--- config.mk ---
export PLATFORM = sky130hd
export DESIGN_NAME = branch_history_table
export DESIGN_NICKNAME = d
export VERILOG_FILES = /design/src/rtl/branch_history_table.sv
export SDC_FILE = /design/constraint.sdc
export NUM_CORES = 1
export LEC_CHECK = 0
export CELL_PAD_IN_SITES_DETAIL_PLACEMENT = 0
export CELL_PAD_IN_SITES_GLOBAL_PLACEMENT = 1
export CORE_ASPECT_RATIO = 0.7
export CORE_UTILIZATION = 40
export DETAILED_ROUTE_END_ITERATION = 6
export PLACE_DENSITY_LB_ADDON = 0.1
export SYNTH_ARGS = -nofsm -noshare
export SYNTH_HDL_FRONTEND = slang
export SYNTH_SLANG_ARGS = --single-unit
--- constraint.sdc ---
create_clock -name clk -period 3.65 [get_ports clk]
set_clock_uncertainty 0.2 [all_clocks]
set_input_delay 0.5475 -clock clk [delete_from_list [all_inputs] [get_ports clk]]
set_output_delay 0.5475 -clock clk [all_outputs]
set_load 0.01 [all_outputs]
--- src/rtl/branch_history_table.sv ---
// branch_history_table
//   Table of ENTRIES 2-bit saturating counters indexed by word-aligned PC.
//   Fetch looks up a registered taken/not-taken prediction one cycle after
//   asking. Execute trains the counters with resolved outcomes. Resolved
//   mispredictions are counted with saturation. A clr pulse starts a walk
//   that rewrites every counter to weakly not-taken, one entry per cycle.
// Ports
//   clk, rst_n                   clock, async active-low reset
//   lookup_valid, lookup_pc      prediction request from fetch
//   pred_valid, pred_taken       registered prediction (one cycle later)
//   upd_valid, upd_pc,
//   upd_taken, upd_mispred       resolved branch from execute
//   clr                          start table clear (single-cycle pulse)
//   busy                         clear walk in progress
//   mispred_cnt                  saturating mispredict count
module branch_history_table #(
  parameter int ENTRIES = 16,
  parameter int PC_W    = 32,
  parameter int CNT_W   = 16
) (
  input  logic             clk,
  input  logic             rst_n,
  input  logic             lookup_valid,
  input  logic [PC_W-1:0]  lookup_pc,
  output logic             pred_valid,
  output logic             pred_taken,
  input  logic             upd_valid,
  input  logic [PC_W-1:0]  upd_pc,
  input  logic             upd_taken,
  input  logic             upd_mispred,
  input  logic             clr,
  output logic             busy,
  output logic [CNT_W-1:0] mispred_cnt
);

  localparam int IDX_W = $clog2(ENTRIES);

  typedef enum logic {
    IDLE  = 1'b0,
    CLEAR = 1'b1
  } state_t;

  state_t           state, state_nxt;
  logic [IDX_W-1:0] ptr;
  logic [1:0]       ctr [ENTRIES];
  logic             clr_wr;

  logic             lk_acc, up_acc;
  logic [IDX_W-1:0] lk_idx, up_idx;
  logic [1:0]       up_ctr, lk_ctr;
  logic             vld_p1, taken_p1;
  logic [CNT_W-1:0] cnt_p1;

  // Counter training: step toward the outcome, pinned at 0 and 3.
  function automatic logic [1:0] ctr_train(input logic [1:0] c, input logic taken);
    if (taken) return (c == 2'b11) ? c : c + 2'b01;
    else       return (c == 2'b00) ? c : c - 2'b01;
  endfunction

  function automatic logic [CNT_W-1:0] cnt_sat_inc(input logic [CNT_W-1:0] c);
    return (&c) ? c : c + CNT_W'(1);
  endfunction

  assign lk_idx = lookup_pc[IDX_W+1:2];
  assign up_idx = upd_pc[IDX_W+1:2];

  // Both ports are closed while the clear walk owns the table.
  assign lk_acc = lookup_valid & (state == IDLE);
  assign up_acc = upd_valid    & (state == IDLE);

  assign up_ctr = ctr_train(ctr[up_idx], upd_taken);
  // Write-first bypass: a same-cycle update to the looked-up entry is visible.
  assign lk_ctr = (up_acc && (up_idx == lk_idx)) ? up_ctr : ctr[lk_idx];

  // FSM state register
  always_ff @(posedge clk or negedge rst_n) begin
    if (!rst_n) state <= IDLE;
    else        state <= state_nxt;
  end

  // FSM next state; clr during CLEAR is ignored
  always_comb begin
    state_nxt = state;
    case (state)
      IDLE:    if (clr) state_nxt = CLEAR;
      CLEAR:   if (ptr == IDX_W'(ENTRIES - 1)) state_nxt = IDLE;
      default: state_nxt = IDLE;
    endcase
  end

  // FSM outputs: busy is a decode of the state register only
  always_comb begin
    clr_wr = (state == CLEAR);
    busy   = clr_wr;
  end

  // Walk pointer sits at 0 in IDLE so every walk starts at entry 0.
  always_ff @(posedge clk or negedge rst_n) begin
    if (!rst_n)      ptr <= '0;
    else if (clr_wr) ptr <= ptr + IDX_W'(1);
    else             ptr <= '0;
  end

  always_ff @(posedge clk or negedge rst_n) begin
    if (!rst_n) begin
      for (int i = 0; i < ENTRIES; i++) ctr[i] <= 2'b01;
    end else if (clr_wr) begin
      ctr[ptr] <= 2'b01;
    end else if (up_acc) begin
      ctr[up_idx] <= up_ctr;
    end
  end

  // ---- stage p1: registered prediction and mispredict count ----
  always_ff @(posedge clk or negedge rst_n) begin
    if (!rst_n) begin
      vld_p1   <= 1'b0;
      taken_p1 <= 1'b0;
      cnt_p1   <= '0;
    end else begin
      vld_p1   <= lk_acc;
      taken_p1 <= lk_acc & lk_ctr[1];
      if (upd_valid && upd_mispred) cnt_p1 <= cnt_sat_inc(cnt_p1);
    end
  end

  assign pred_valid  = vld_p1;
  assign pred_taken  = taken_p1;
  assign mispred_cnt = cnt_p1;

  logic unused_pc_bits;
  assign unused_pc_bits = ^{lookup_pc[PC_W-1:IDX_W+2], lookup_pc[1:0],
                            upd_pc[PC_W-1:IDX_W+2], upd_pc[1:0]};

endmodule
; Word-level counts from Yosys, hierarchy flattened
; Index checks and enable logic that the tools add are counted.
[word_totals]
out_inout_bits = 19
regBits = 55
input_bits = 71
[op_classes]
n_reduce_logical = 8
eq_ne = 3
addsub = 4
magnitude_cmp = 5
bitwise_logic = 11
muxes = 21
[ops]
columns = op, n
row1 = 32-bit two-way mux, 2
row2 = 32-bit bitwise mux, 1
row3 = 2-bit two-way mux, 10
row4 = 16-bit by 1-bit adder with 16-bit output (second input constant), 1
row5 = 16-bit AND, 1
row6 = 2-bit binary-select mux with 4-bit select, 2
row7 = 2-bit demux with 4-bit select, 2
row8 = 16-bit inverter, 1
row9 = 16-bit bitwise OR, 1
row10 = 16-bit AND reduction, 1
row11 = 5-bit >= comparator (second input constant), 3
row12 = 4-bit inverter with 5-bit output, 3
row13 = 5-bit by 1-bit less-than comparator with 1-bit output (second input constant), 2
row14 = 4-bit by 1-bit adder with 4-bit output (second input constant), 1
row15 = 4-bit == test, 1
row16 = 4-bit == test (second input constant), 1
row17 = 1-bit logical AND, 4
row18 = 4-bit two-way mux, 1
row19 = 1-bit AND, 3
row20 = 2-bit by 1-bit adder with 2-bit output (second input constant), 1
row21 = 2-bit == test (second input constant), 1
row22 = 2-bit zero test, 1
row23 = 1-bit two-way mux, 2
row24 = 1-bit inverter, 2
row25 = other kinds (4), 4

; Depth between registers and ports, before layout
[logic_depth]
ltp_word = 10
ltp_mapped = 8
depth_no_buf = 5

; Least setup slack after synthesis
; OpenSTA, ideal clock, no wires.
[synth_timing]
path_type = input to register
from = in upd_pc[3]
to = reg ctr[25] (netlist name)
path_buffers = 3
setup_ps = 160
t_arrival_ps = 2328
cell_stages = 8
path_slack_ps = 962
path_cell_list = clkbuf_1 > buf_2 > mux4_2 > mux2_4 > maj3_2 > mux2i_4 > buf_12 > a221oi_2
[synth_via]
elab_chain_len = 10
elab_cells_between_ends = 19
cone_classes = add/sub (2) / order compare (2) / eq/ne (1) / mux (11) / bitwise (1) / reduce/logical (2)
[synth_lines]
columns = item, line
row1 = "start, declared", 28  ; input logic [PC_W-1:0] upd_pc,
row2 = 4-bit inverter with 5-bit output (not written as such) *, "71, 110"
row3 = 2-bit binary-select mux with 4-bit select, 71  ; assign up_ctr = ctr_train(ctr[up_idx], upd_taken);
row4 = 2-bit two-way mux (not written as such) (2 in series), 71
row5 = 2-bit by 1-bit subtractor with 2-bit output (tied with other cells), 57  ; else return (c == 2'b00) ? c : c - 2'b01;
row6 = "2-bit two-way mux, on equally long branches", "57, 56"
row7 = 2-bit two-way mux, 56  ; if (taken) return (c == 2'b11) ? c : c + 2'b01;
row8 = 32-bit bitwise mux *, 110  ; ctr[up_idx] <= up_ctr;
row9 = 32-bit two-way mux *, 109  ; end else if (up_acc) begin
row10 = 32-bit two-way mux *, 107  ; end else if (clr_wr) begin
row11 = "end signal, assigned by index", 110
row12 = "end, declared", 45  ; logic [1:0] ctr [ENTRIES];
; Every way passes the cells marked *; elsewhere a longest branch is shown, timed or not. The select of a mux whose other input is x is not followed.
; A chain may end at the register's enable or synchronous reset.

; Worst setup path after layout
[layout_timing]
from = in upd_pc[2]
to = reg ctr[23] (netlist name)
; Same word-level chain as after synthesis.

==> results <==
- The flow ran to the end, and the final reports show no timing, DRC or antenna violations.
- The worst register-to-register path ends at ctr[23].
- The cell chosen for the clock root is sky130_fd_sc_hd__clkbuf_8.
- The worst register-to-register path begins at ctr[12].
- The synthesized flop and latch total is 55.
- The synthesized netlist occupies a cell area of 0.00312 mm².
- The floorplan step set the die height to 75.9 µm.
- Of the total synthesized cell area, the portion taken by AND, OR, NAND and NOR gates is 0.146.
- Walking the worst path, the cells encountered are clkdlybuf4s50_1 -> buf_12 -> mux4_1 -> mux2_2 -> maj3_2 -> mux2i_4 -> buf_12 -> a221oi_1.
- The number of antenna diodes in the final layout is 0.
- The slowest stage of the critical path belongs to the cell sky130_fd_sc_hd__mux4_1.
- Of the total power, registers draw 0.449.
- The number of buffers and inverters on the critical path is 3.
- For this run, the leading register cell type out of synthesis is sky130_fd_sc_hd__dfrtp_1.
- The number of flops mapped to enable cells by yosys is 0.
- VDD sags by at most 0.000260 V.
- The pre-antenna-repair detailed-routing pass consisted of 4 iterations.
- The critical path is of the in -> reg type.
- The number of nets in the synthesized netlist is 351.
- Yosys printed 0 warnings.
- Of all flip-flops after synthesis, the portion carrying an async set or reset was 1.00.
- The maximum fanout along the worst path is 16.
- Setup violations remaining at the end of the flow were counted as 0.
- The pin count of the biggest net entering global routing is 34.
- TritonCTS built the clock tree.
- The placeable core area is 0.00742 mm².
- After detailed routing, the number of vias per cell comes to 5.78.
- During I/O placement, the number of pins put on the boundary was 90.
- The total overflow left after global routing is 0.
- Setup repair after global routing left no endpoint under its margin.
- Derived from the worst setup path, the maximum achievable clock frequency is 329 MHz.
- The first global-routing pass estimated 12300 µm of wire.
- Input and output buffers added on the ports amount to 33.
- The area of the die is 0.00816 mm².
- The H-tree depth is 2.
- The net switching component of the power is 0.873 mW.
- The compound-cell area share of the yosys netlist is 0.144.
- Sorting the synthesized cells by how often they occur yields sky130_fd_sc_hd__dfrtp_1 (39), sky130_fd_sc_hd__nor2_1 (34), sky130_fd_sc_hd__a21oi_1 (18).
- Power spread over the standard cell area amounts to 627 mW/mm².
- Dividing the detail-routed wire length by the instance count gives 19.3 µm.
- Headroom to the max-slew limit came out at 0.497.
- The family of cells with the greatest summed delay on the critical path is multiplexers.
- Routability-driven placement finished with a final weighted congestion of 0.825.
- The power share of the clock group is 0.163.
- The placed wire-length estimate is 5720 µm.
- The total setup buffers inserted after CTS is 0.
- The sum of negative setup slack is 0 ps.
- The share of the Yosys chip area taken by registers is 0.448.
- No sink is reached through more buffers than the 2 on the longest clock path.
- Of the total synthesized cell area, the portion taken by full adders, half adders and majority gates is 0.0273.
- The post-route minimum period is 3040 ps.
- The number of pins with negative max-slew slack in the final report was 0.
- The clock transition at the registers of the reported paths is 100 ps.
- The wire length reported by the detailed router is 7800 µm.
- STA classifies the critical path endpoint as a flip-flop.
- The initial detailed-routing violation count is 158.
- The clock reaches the later pin of the worst-skew pair after 320 ps.
- The most instantiated library cell after synthesis is sky130_fd_sc_hd__dfrtp_1.
- For this run, design rule violations remaining after detail routing come to 0.
- The floorplan row count is 26.
- The number of gates resized after CTS was 0.
- The cell count of the worst reg-to-reg path is 6.
- The share of synthesized area in the top cell type comes to 0.313.
- The total routing usage reported by global routing is 0.206.
- Each instance of the synthesized netlist takes up on average 11.3 µm².
- The setup slack on the worst flop-to-flop path is 1190 ps.
- The power share of the combinational group is 0.388.
- The synthesized netlist cell count is 275.
- The transition time at the pin with the least slew margin is 754 ps.
- The internal power of the cells is 1.41 mW.
- Max-cap violations in this run came to 0.
- The initial utilization of the core area, before any placement, comes to 0.421.
- The portion of synthesized area spent on multiplexers is 0.141.
- The total CTS buffers is 5.
- In this run the horizontal extent of the chip is 108 µm.
- At the placement stage, the worst setup path has a slack of 283 ps.
- The total number of vias is 2328.
- Ranked by total cell area, the synthesized netlist is headed by sky130_fd_sc_hd__dfrtp_1 (31%), sky130_fd_sc_hd__dfstp_2 (13%), sky130_fd_sc_hd__mux4_1 (5.1%).
- The count of different cell masters after synthesis is 43.
- Counting every sink on the clock net gives 55.
- The type of the tightest min-delay check is in -> async.
- For this run, the post-layout net count is 380.
- The required time at the worst-slack endpoint is 3610 ps.
- The share of post-route cells with drive strength above 1 is 0.197.
- After layout, the worst setup slack is 610 ps.
- The startpoint type of the worst setup path is an input pin.
- The detail route stage leaves a number of antenna-violating nets equal to 0.
- Of the total power, the share spent switching nets is 0.383.
- The number of hold violations in the final report is 0.
- The number of global-route vias before repair is 2217.
- The largest family of logic cells by synthesized area is simple AND/OR/NAND/NOR gates.
- The number of hold buffers added after CTS was 0.
- The library cell appearing most often on the critical path is sky130_fd_sc_hd__buf_12.
- The biggest area contributor in the post-synthesis netlist is sky130_fd_sc_hd__dfrtp_1.
- Relative to the synthesized area, the layout overhead comes to 16.6%.
- At the worst endpoint, the arrival time is 3000 ps.
- Summed over all cells, the static leakage comes to 1.45 nW.
- The biggest cell delay along the critical path is 650 ps.
- The initial antenna violation count came to 0.
- In the finished design, the share of the clock period the worst path needs comes to 0.833.
- The area share of xor/xnor cells in the synthesized design is 0.0562.
[cells by family (layout without fill, tap and decap cells)]
logic type / after synthesis / count (layout)
compound gates: 56 / 56
xor+xnor: 20 / 20
simple gates: 92 / 92
flops: 55 / 55
mux: 23 / 23
buf+inv: 22 / 52
fa+ha+maj: 7 / 7
[metrics by stage]
step | hold WS, ps | util | power (mW) | instances | area, µm²
after floorplan | 51.9 | - | 1.58 | 275 | 3120
after global placement | 283 | 0.478 | 1.90 | 395 | 3540
after detailed placement | 287 | 0.478 | 1.92 | 395 | 3540
after CTS | 119 | 0.491 | 2.29 | 403 | 3640
after global routing | 145 | 0.491 | 2.42 | 403 | 3640
final | 82.2 | 0.491 | 2.28 | 403 | 3640
[power groups by stage]
| stage | Sequential, mW | Combinational (mW) | Clock, mW |
|---|---|---|---|
| after floorplan | 0.973 | 0.611 | 0 |
| after global placement | 1.03 | 0.871 | 0 |
| after detailed placement | 1.03 | 0.884 | 0 |
| after CTS | 1.02 | 0.889 | 0.383 |
| after global routing | 1.06 | 0.956 | 0.404 |
| final | 1.02 | 0.884 | 0.372 |
[sequential cells by signal, summed over array words and instances, names as in the netlist]
name / count
ctr: 32
mispred_cnt: 16
ptr: 4
busy: 1
pred_taken: 1
pred_valid: 1
[metal layers]
metal	GRT usage	wire, µm	up-vias
met4	0.0472	54	0
li1	-	-	1094
met5	0	0	-
met2	0.269	3110	50
met3	0.0428	562	5
met1	0.335	4070	1179
[worst max path at each step]
stage | cells past startpoint | end | slack [ps] | start
floorplan | 8 | ctr[25] | 960 | upd_pc[3]
global placement | 8 | ctr[23] | 280 | upd_pc[2]
detailed placement | 8 | ctr[23] | 280 | upd_pc[2]
CTS | 8 | ctr[23] | 620 | upd_pc[2]
global route | 8 | ctr[23] | 530 | upd_pc[2]
finish | 8 | ctr[23] | 610 | upd_pc[2]
[cell usage in the layout, fill, tap and decap left out, drive strengths merged, types with 4 or more instances in the layout]
cell / netlist / layout
a211oi: 15 / 15
a21oi: 19 / 19
a221oi: 16 / 16
and3: 6 / 6
buf: 10 / 9
clkbuf: 9 / 7
clkdlybuf4s50: 0 / 32
dfrtp: 39 / 39
dfstp: 16 / 16
ha: 5 / 5
mux2: 6 / 6
mux2i: 4 / 4
mux4: 13 / 13
nand2: 13 / 13
nand3: 9 / 9
nand4: 6 / 6
nor2: 34 / 34
nor3: 6 / 6
nor3b: 4 / 4
xnor2: 16 / 16
xor2: 4 / 4
[final cells by class]
cell class | count | area, µm²
multi-input cells | 198 | 1600
flip-flops and latches | 55 | 1400
fillers | 711 | 3780
clock buffers | 7 | 86.3
clock inverters | 1 | 8.76
repair buffers | 41 | 410
inverters | 3 | 11.3
well taps | 98 | 123
[worst reg2reg max path, delay by kind of cell (launching register included)]
| family | cells | cell delay (ps) |
|---|---|---|
| multiplexers | 3 | 1080 |
| flip-flops | 1 | 390 |
| adder cells (fa/ha/maj) | 1 | 360 |
| buffers and inverters | 1 | 190 |
| AO/OA/AOI/OAI | 1 | 110 |
(Power assumes the default switching activity.)
